## config.mk

```make
export PLATFORM = sky130hd
export DESIGN_NAME = vscale_mem_arbiter
export DESIGN_NICKNAME = d
export VERILOG_FILES = /design/src/rtl/vscale_mem_arbiter.sv
export SDC_FILE = /design/constraint.sdc
export NUM_CORES = 1
export LEC_CHECK = 0
export ABC_AREA = 0
export ABC_CLOCK_PERIOD_IN_PS = 6200
export BUFFER_PORTS_ARGS = -buffer_cell sky130_fd_sc_hd__buf_4
export CAP_MARGIN = 20
export CORE_UTILIZATION = 48
export CTS_BUF_LIST = sky130_fd_sc_hd__clkbuf_16
export DETAILED_ROUTE_END_ITERATION = 6
export PLACE_DENSITY = 0.86
export SLEW_MARGIN = 15
export SYNTH_ARGS = -nofsm -noshare
export SYNTH_HDL_FRONTEND = slang
export SYNTH_SLANG_ARGS = --single-unit
```

## constraint.sdc

```tcl
create_clock -name clk -period 6.2 [get_ports clk]
set_input_delay 0.31 -clock clk [delete_from_list [all_inputs] [get_ports clk]]
set_output_delay 0.31 -clock clk [all_outputs]
set_load 0.02 [all_outputs]
```

## src/rtl/vscale_mem_arbiter.sv

```systemverilog
// Arbitrates one single-ported memory between instruction fetch and data access.
// Each capture issues the data request (if any) first, then the fetch, and reports both in DONE.
module vscale_mem_arbiter #(
  parameter int unsigned        XPR_LEN  = 32,
  parameter logic [XPR_LEN-1:0] MEM_BASE = 32'h0,
  parameter logic [XPR_LEN-1:0] MEM_SIZE = 32'h10000
) (
  input  logic               clk,
  input  logic               reset,
  input  logic [XPR_LEN-1:0] imem_addr,
  output logic [XPR_LEN-1:0] imem_rdata,
  output logic               imem_wait,
  output logic               imem_badmem_e,
  input  logic               dmem_en,
  input  logic               dmem_wen,
  input  logic [2:0]         dmem_size,
  input  logic [XPR_LEN-1:0] dmem_addr,
  input  logic [XPR_LEN-1:0] dmem_wdata_delayed,
  output logic [XPR_LEN-1:0] dmem_rdata,
  output logic               dmem_wait,
  output logic               dmem_badmem_e,
  output logic               mem_req_valid,
  input  logic               mem_req_ready,
  output logic               mem_req_wen,
  output logic [XPR_LEN-1:0] mem_req_addr,
  output logic [XPR_LEN-1:0] mem_req_wdata,
  output logic [3:0]         mem_req_wmask,
  input  logic               mem_resp_valid,
  input  logic [XPR_LEN-1:0] mem_resp_rdata
);

  typedef enum logic [2:0] {IDLE, WDATA, D_REQ, D_RESP, I_REQ, I_RESP, DONE} state_t;

  state_t               state_q;
  logic [XPR_LEN-1:2]   ia_q, da_q_hi;
  logic [1:0]           da_q_lo;
  logic                 dwen_q;
  logic [1:0]           dsize_q;
  logic                 ibad_q, dbad_q;
  logic [XPR_LEN-1:0]   drd_q;
  logic [XPR_LEN-1:0]   imem_rdata_q, dmem_rdata_q;
  logic                 imem_bad_q, dmem_bad_q;
  logic                 req_valid_q, req_wen_q;
  logic [XPR_LEN-1:2]   req_addr_q;
  logic [XPR_LEN-1:0]   req_wdata_q;
  logic [3:0]           req_wmask_q;
  logic                 cap_dbad, cap_ibad;

  function automatic logic in_range(input logic [XPR_LEN-1:0] a);
    logic [XPR_LEN:0] lim;
    lim = {1'b0, MEM_BASE} + {1'b0, MEM_SIZE};
    return (a >= MEM_BASE) && ({1'b0, a} < lim);
  endfunction

  function automatic logic [XPR_LEN-1:0] replicate(input logic [1:0] sz, input logic [XPR_LEN-1:0] w);
    case (sz)
      2'd0:    return {4{w[7:0]}};
      2'd1:    return {2{w[15:0]}};
      default: return w;
    endcase
  endfunction

  function automatic logic [3:0] byte_mask(input logic [1:0] sz, input logic [1:0] a);
    case (sz)
      2'd0:    return 4'b0001 << a;
      2'd1:    return 4'b0011 << a;
      default: return 4'hf;
    endcase
  endfunction

  always_comb begin
    cap_dbad = dmem_en & (~in_range(dmem_addr) | (dmem_size > 3'd2)
             | ((dmem_size == 3'd1) & dmem_addr[0])
             | ((dmem_size == 3'd2) & (dmem_addr[1:0] != 2'b00)));
    cap_ibad = ~in_range(imem_addr) | (imem_addr[1:0] != 2'b00);
  end

  // Store-side request fields are cleared at every data handshake, so fetch and load
  // issue only need to set valid and address.
  always_ff @(posedge clk or posedge reset) begin
    if (reset) begin
      state_q      <= IDLE;
      ia_q         <= '0;
      da_q_hi      <= '0;
      da_q_lo      <= '0;
      dwen_q       <= 1'b0;
      dsize_q      <= '0;
      ibad_q       <= 1'b0;
      dbad_q       <= 1'b0;
      drd_q        <= '0;
      imem_rdata_q <= 32'h00000013;
      dmem_rdata_q <= '0;
      imem_bad_q   <= 1'b0;
      dmem_bad_q   <= 1'b0;
      req_valid_q  <= 1'b0;
      req_wen_q    <= 1'b0;
      req_addr_q   <= '0;
      req_wdata_q  <= '0;
      req_wmask_q  <= '0;
    end else begin
      case (state_q)
        IDLE, DONE: begin
          ia_q    <= imem_addr[XPR_LEN-1:2];
          da_q_hi <= dmem_addr[XPR_LEN-1:2];
          da_q_lo <= dmem_addr[1:0];
          dwen_q  <= dmem_wen;
          dsize_q <= dmem_size[1:0];
          ibad_q  <= cap_ibad;
          dbad_q  <= cap_dbad;
          drd_q   <= '0;
          if (dmem_en & ~cap_dbad & dmem_wen) begin
            state_q <= WDATA;
          end else if (dmem_en & ~cap_dbad) begin
            state_q     <= D_REQ;
            req_valid_q <= 1'b1;
            req_addr_q  <= dmem_addr[XPR_LEN-1:2];
          end else if (~cap_ibad) begin
            state_q     <= I_REQ;
            req_valid_q <= 1'b1;
            req_addr_q  <= imem_addr[XPR_LEN-1:2];
          end else begin
            state_q      <= DONE;
            imem_rdata_q <= '0;
            dmem_rdata_q <= '0;
            imem_bad_q   <= cap_ibad;
            dmem_bad_q   <= cap_dbad;
          end
        end
        WDATA: begin
          state_q     <= D_REQ;
          req_valid_q <= 1'b1;
          req_wen_q   <= 1'b1;
          req_addr_q  <= da_q_hi;
          req_wdata_q <= replicate(dsize_q, dmem_wdata_delayed);
          req_wmask_q <= byte_mask(dsize_q, da_q_lo);
        end
        D_REQ: begin
          if (mem_req_ready) begin
            state_q     <= D_RESP;
            req_valid_q <= 1'b0;
            req_wen_q   <= 1'b0;
            req_wdata_q <= '0;
            req_wmask_q <= '0;
          end
        end
        D_RESP: begin
          if (mem_resp_valid) begin
            if (!dwen_q) drd_q <= mem_resp_rdata;
            if (!ibad_q) begin
              state_q     <= I_REQ;
              req_valid_q <= 1'b1;
              req_addr_q  <= ia_q;
            end else begin
              state_q      <= DONE;
              imem_rdata_q <= '0;
              dmem_rdata_q <= dwen_q ? '0 : mem_resp_rdata;
              imem_bad_q   <= ibad_q;
              dmem_bad_q   <= dbad_q;
            end
          end
        end
        I_REQ: begin
          if (mem_req_ready) begin
            state_q     <= I_RESP;
            req_valid_q <= 1'b0;
          end
        end
        I_RESP: begin
          if (mem_resp_valid) begin
            state_q      <= DONE;
            imem_rdata_q <= mem_resp_rdata;
            dmem_rdata_q <= drd_q;
            imem_bad_q   <= ibad_q;
            dmem_bad_q   <= dbad_q;
          end
        end
        default: state_q <= IDLE;
      endcase
    end
  end

  assign imem_wait     = (state_q != IDLE) && (state_q != DONE);
  assign dmem_wait     = imem_wait;
  assign imem_rdata    = imem_rdata_q;
  assign dmem_rdata    = dmem_rdata_q;
  assign imem_badmem_e = imem_bad_q;
  assign dmem_badmem_e = dmem_bad_q;
  assign mem_req_valid = req_valid_q;
  assign mem_req_wen   = req_wen_q;
  assign mem_req_addr  = {req_addr_q, 2'b00};
  assign mem_req_wdata = req_wdata_q;
  assign mem_req_wmask = req_wmask_q;

endmodule

```

Word level (Yosys, flattened, before mapping)
Index checks and enable logic that the tools add are counted.
Storage, ports and cells
  output and inout port bits: 138
  logic and storage cells: 138
  register bits after elaboration: 236
Operators by class
  shifts and indexed selects: 2
  eq/ne operators: 22
  bitwise gates (word level): 12
  order comparisons: 5
  reduce and logical (&&, ||, !) cells: 21
  muxes and demuxes: 58
Operators with widths (number)
  two-way mux 32 bit: 13
  case mux 32 bit (2 select lines): 3
  case mux 32 bit (3 select lines): 2
  two-way mux 30 bit: 5
  case mux 30 bit (3 select lines): 1
  >= comparator 32 x 1 -> 1 bit, second input constant: 2
  less-than comparator 32 x 17 -> 1 bit, second input constant: 2
  != test 2 bit, second input constant: 10
  two-way mux 1 bit: 18
  two-way mux 3 bit: 6
  case mux 3 bit (6 select lines): 1
  case mux 4 bit (2 select lines): 2
  == test 3 x 2 -> 1 bit, second input constant: 3
  == test 3 bit, second input constant: 3
  nonzero test 3 bit: 3
  nonzero test 2 bit: 4
  AND reduction 7 bit: 1
  == test 3 x 1 -> 1 bit, second input constant: 2
  != test 3 bit, second input constant: 2
  case mux 1 bit (3 select lines): 2
  AND reduction 6 bit: 1
  bitwise AND 1 bit: 5
  AND reduction 5 bit: 1
  two-way mux 2 bit: 2
  other kinds (18): 26

Depth between registers and ports, before layout
  depth in word-level cells: 12
  depth in mapped cells: 12
  gate-level depth less buffers: 6

Worst setup path before layout
Ideal clock, no wire load.
  path kind: in2reg
  start point: input dmem_addr[27]
  end point: register req_addr_q[2] (netlist bit)
  data arrival time: 2.163 ns
  setup slack: 3.909 ns
  stages on the path: 9
  required time: 6.072 ns
  buffers on the path: 3
  path through: or4_1 nor3_2 and4_1 buf_2 buf_4 buf_4 mux2i_1 o21ai_0 mux2_1
Between the ends
  word-level cells in the longest chain between the ends: 12
RTL lines
  start, declared: line 17  | input logic [XPR_LEN-1:0] dmem_addr,
  >= comparator 32 x 1 -> 1 bit / less-than comparator 32 x 17 -> 1 bit (equally long branches): line 52  | return (a >= MEM_BASE) && ({1'b0, a} < lim);
  logical AND 1 bit *: line 52
  inverter 1 bit *: line 72  | cap_dbad = dmem_en & (~in_range(dmem_addr) | (dmem_size > 3'd2)
  OR 1 bit *: line 72
  OR 1 bit *: line 73  | | ((dmem_size == 3'd1) & dmem_addr[0])
  OR 1 bit *: line 74  | | ((dmem_size == 3'd2) & (dmem_addr[1:0] != 2'b00)));
  bitwise AND 1 bit *: line 72
  inverter 1 bit *: line 111, 113
  bitwise AND 1 bit *: line 111, 113
  bitwise AND 1 bit / two-way mux 30 bit (equally long branches): line 111, 113
  != test 2 bit (no source line) / two-way mux 30 bit (equally long branches)
  AND reduction 5 bit (no source line) / case mux 30 bit (3 select lines) (equally long branches)
  end signal, assigned: line 116  | req_addr_q <= dmem_addr[XPR_LEN-1:2];
  end signal, assigned: line 120  | req_addr_q <= imem_addr[XPR_LEN-1:2];
  end signal, assigned: line 133  | req_addr_q <= da_q_hi;
  end, declared: line 44  | logic [XPR_LEN-1:2] req_addr_q;
Every way passes the cells marked *; elsewhere a longest branch is shown, timed or not. The select of a mux whose other input is x is not followed.
A chain may end at the register's enable or synchronous reset.

Worst setup path after layout
  start point: register state_q[1]
  end point: output dmem_wait
Between the ends
  word-level cells in the longest chain between the ends: 2
RTL lines
  start, declared: line 34  | state_t state_q;
  start signal, assigned: line 82  | state_q <= IDLE;
  start signal, assigned: line 112  | state_q <= WDATA;
  start signal, assigned: line 114  | state_q <= D_REQ;
  != test 3 bit / nonzero test 3 bit (equally long branches): line 182  | assign imem_wait = (state_q != IDLE) && (state_q != DONE);
  logical AND 1 bit *: line 182
  end, declared: line 20  | output logic dmem_wait,
Every way passes the cells marked *; elsewhere a longest branch is shown, timed or not.

==> results by group <==
Cells and area
  – Share of cells above drive strength 1: 28.1%
  – Total Nets Final: 1463
  – Fill count: around 1600
  – Synthesis-to-layout area growth: 30.9%

STA
  – Max Fclk: roughly 280 MHz
  – Part of the cycle the worst path needs: roughly 57%
  – Finish-stage setup viols: 0
  – Max-slew headroom: about 31%
  – RSZ-0062 raised after global routing: no
  – Worst Max-Slew Pin Slew: 1.03 ns
  – Fin crit period: 3.51 ns
  – Final Max Slew Viols: 0
  – TNS Setup: 0 ns
  – Clk_skew: roughly 0.010 ns
  – Final hold viol count: 0

Clock tree
  – CTS sink cnt: about 240
  – Root Driver: clkbuf_16
  – H-tree depth: 1
  – Cts bufs inserted: 25
  – CTS tree: done
  – Setup Buffers After CTS: 0
  – Clk buf depth: 3
  – Worst skew pair latency: slightly above 0.5 ns
  – CTS clock-pin slew for the worst setup and hold paths: roughly 0.06 ns

Routing
  – DR DRC count: 0
  – Drt initial violations: ~530
  – Via density: approximately 5.4
  – Vias: ~9000
  – Final antenna-violating net count: 0
  – Wire per inst: ~17 µm
  – WL final: between 20000 and 30000 µm
  – DRT Pass-1 Iters: 6

Critical path
  – CP bufs+invs: 2
  – Critical setup path kind: reg2out
  – Cell family with most CP delay: buffers and inverters
  – Startpoint Class: flop
  – Critical Path AT: roughly 3.2 ns
  – Crit-path slowest cell: clkinv_2
  – Ordered list of cells on the worst path: xor2_1 -> nor2_4 -> clkinv_2 -> buf_4
  – Worst setup EP type: output pin
  – Worst path max stage delay: roughly 0.73 ns
  – CP Max Fanout: 43
  – Worst Path Required: just under 6 ns

Placed design
  – # port buffers: approximately 270
  – Hpwl dp: between 15000 and 20000 µm
  – Gp weighted congestion: between 0.8 and 0.9

Global routing
  – Initial antenna violation count: 1
  – All-layer global routing usage: 24.8%
  – Largest net degree at the start of global routing: just under 80
  – Grt total ovfl: 0
  – First-pass GRT wire length: between 40000 and 50000 µm
  – Vias in the first global route: around 9000

Die
  – Core footprint: approximately 21000 µm²
  – Die ar.: 22600 µm²
  – Die X: roughly 150 µm
  – Chip height: 150 µm
  – Initial core utilization: between 40% and 50%
  – I/O pin cnt: approximately 280
  – Row cnt: 53

Logic synthesis
  – Syn Inst Count: about 1100
  – Top cells by count, synth: 328 x nand2_1, 233 x dfrtp_1, 92 x o21ai_0, 71 x mux2i_1, 53 x inv_1
  – Most frequent cell after synthesis: nand2_1
  – Number of flops mapped to enable cells by yosys: 0
  – Ys async rst share: between 90% and 100%
  – Post-synth top flop: dfrtp_1
  – Sequential area share after synthesis: 56.0%
  – Cell area after synthesis: ~11000 µm²
  – Average size of a mapped cell: 10.0 µm²
  – Synth top area share: between 50% and 60%
  – Post-synthesis cell type count: 39
  – Ys Warns: 0
  – Leading area contributor after synthesis: dfrtp_1
  – Largest cells by area after synthesis: dfrtp_1 55%, nand2_1 12%, mux2i_1 6.7%
  – #FFs+latches synth: around 240

Run status
  – Status: finished, final reports clean

Power and ir drop
  – Maximum vdd ir drop: 0.000490 V
  – Power per cell area: between 400 and 500 nW/µm²
  – Final Total Pwr: approximately 6.5 mW
  – Leakage: between 6 and 7 nW

Flow run
  – Max cap viols: 0

Worst hold path
  – Hold WC Path Type: in2reg
power breakdown:
part / internal [mW] / switching (mW) / leakage [nW]
Clock: 0.771 / 0.594 / 0.379
Combinational: 1.08 / 1.63 / 3.45
Sequential: 2.07 / 0.346 / 3.05
Total: 3.92 / 2.57 / 6.88
cell families (layout without fill, tap and decap cells):
group,Yosys count,count (layout),synth area share (%)
AOI/OAI and AO/OA,180,180,11.3
DFF,236,236,56.0
buffers and inverters,129,416,5.21
and+or+nand+nor,382,382,14.6
xor gates and xnor gates,1,1,0.0830
other,1,3,0.0355
muxes,127,127,12.7
cells in the final DEF, fill, tap and decap left out, types with 5 or more instances in the layout:
master and instances:
mux2i_1 71, nor2b_1 19, clkinv_1 10, nand2_1 328, dlygate4sd3_1 28, a222oi_1 16
inv_1 56, buf_4 286, a22oi_1 14, a22o_1 41, o21ai_0 92, dfrtp_1 233
mux2_1 13, clkbuf_16 25, a21oi_1 5, mux2_2 43, nor2_1 10, nor4_1 6
cell type report:
| cell class | count | area (µm²) | area share, % |
|---|---|---|---|
| diodes | 1 | 2.50 | 0.0181 |
| inverters | 54 | 208 | 1.50 |
| flip-flops and latches | 236 | 5910 | 42.7 |
| well taps | 275 | 344 | 2.49 |
| clock inverters | 20 | 118 | 0.851 |
| clock buffers | 25 | 626 | 4.53 |
| repair buffers | 317 | 2470 | 17.9 |
| multi-input cells | 692 | 4140 | 30.0 |
worst min-delay path, cell delays in order:
cell	delay, ns
buf_4	0.09
nand2_1	0.04
nand2_1	0.05
routing by layer:
layer	vias to the layer above	share of wire (%)	GRT usage, %
met5	-	0	0
met4	0	3.1	9.34
met3	82	7.5	4.45
met2	368	51	42.1
met1	4283	39	31.5
li1	4085	-	-
worst paths after layout:
kind                                from              to  slack, ns  cells after the start
min                         dmem_addr[4]      da_q_hi[4]       0.01                      3
min in group asynchronous          reset  req_addr_q[23]       0.43                      3
max                           state_q[1]       dmem_wait       2.69                      4
max reg2reg                   state_q[1]  dmem_rdata[24]       2.88                      6
min reg2reg                imem_rdata[4]   imem_rdata[4]       0.47                      2
max in group asynchronous          reset  req_addr_q[11]       4.41                      4
registers in the layout (all words and copies together), names as in the netlist, 4 cells and up:
register / flops
dmem_rdata: 32
da_q_hi: 30
mem_req_wdata: 32
req_addr_q: 30
mem_req_wmask: 4
drd_q: 32
ia_q: 30
imem_rdata: 32
stage by stage:
step / setup slack (ns) / hold WS [ns] / instances / utilization [%] / area [µm²]
floorplan: 2.80 / 0.409 / 1057 / - / 10600
global placement: 2.82 / 0.454 / 1543 / 59.9 / 12800
detailed placement: 2.81 / 0.459 / 1544 / 60.0 / 12800
CTS: 2.67 / 0.00132 / 1616 / 64.7 / 13800
global route: 2.43 / 0.00359 / 1620 / 64.9 / 13800
finish: 2.69 / 0.0147 / 1620 / 64.9 / 13800
what timing repair did:
| action | CTS | global route |
|---|---|---|
| resized for setup | 0 | 0 |
| hold buffers | 27 | 1 |
| hold endpoints to repair | 27 | 21 |
(Power assumes the default switching activity.)
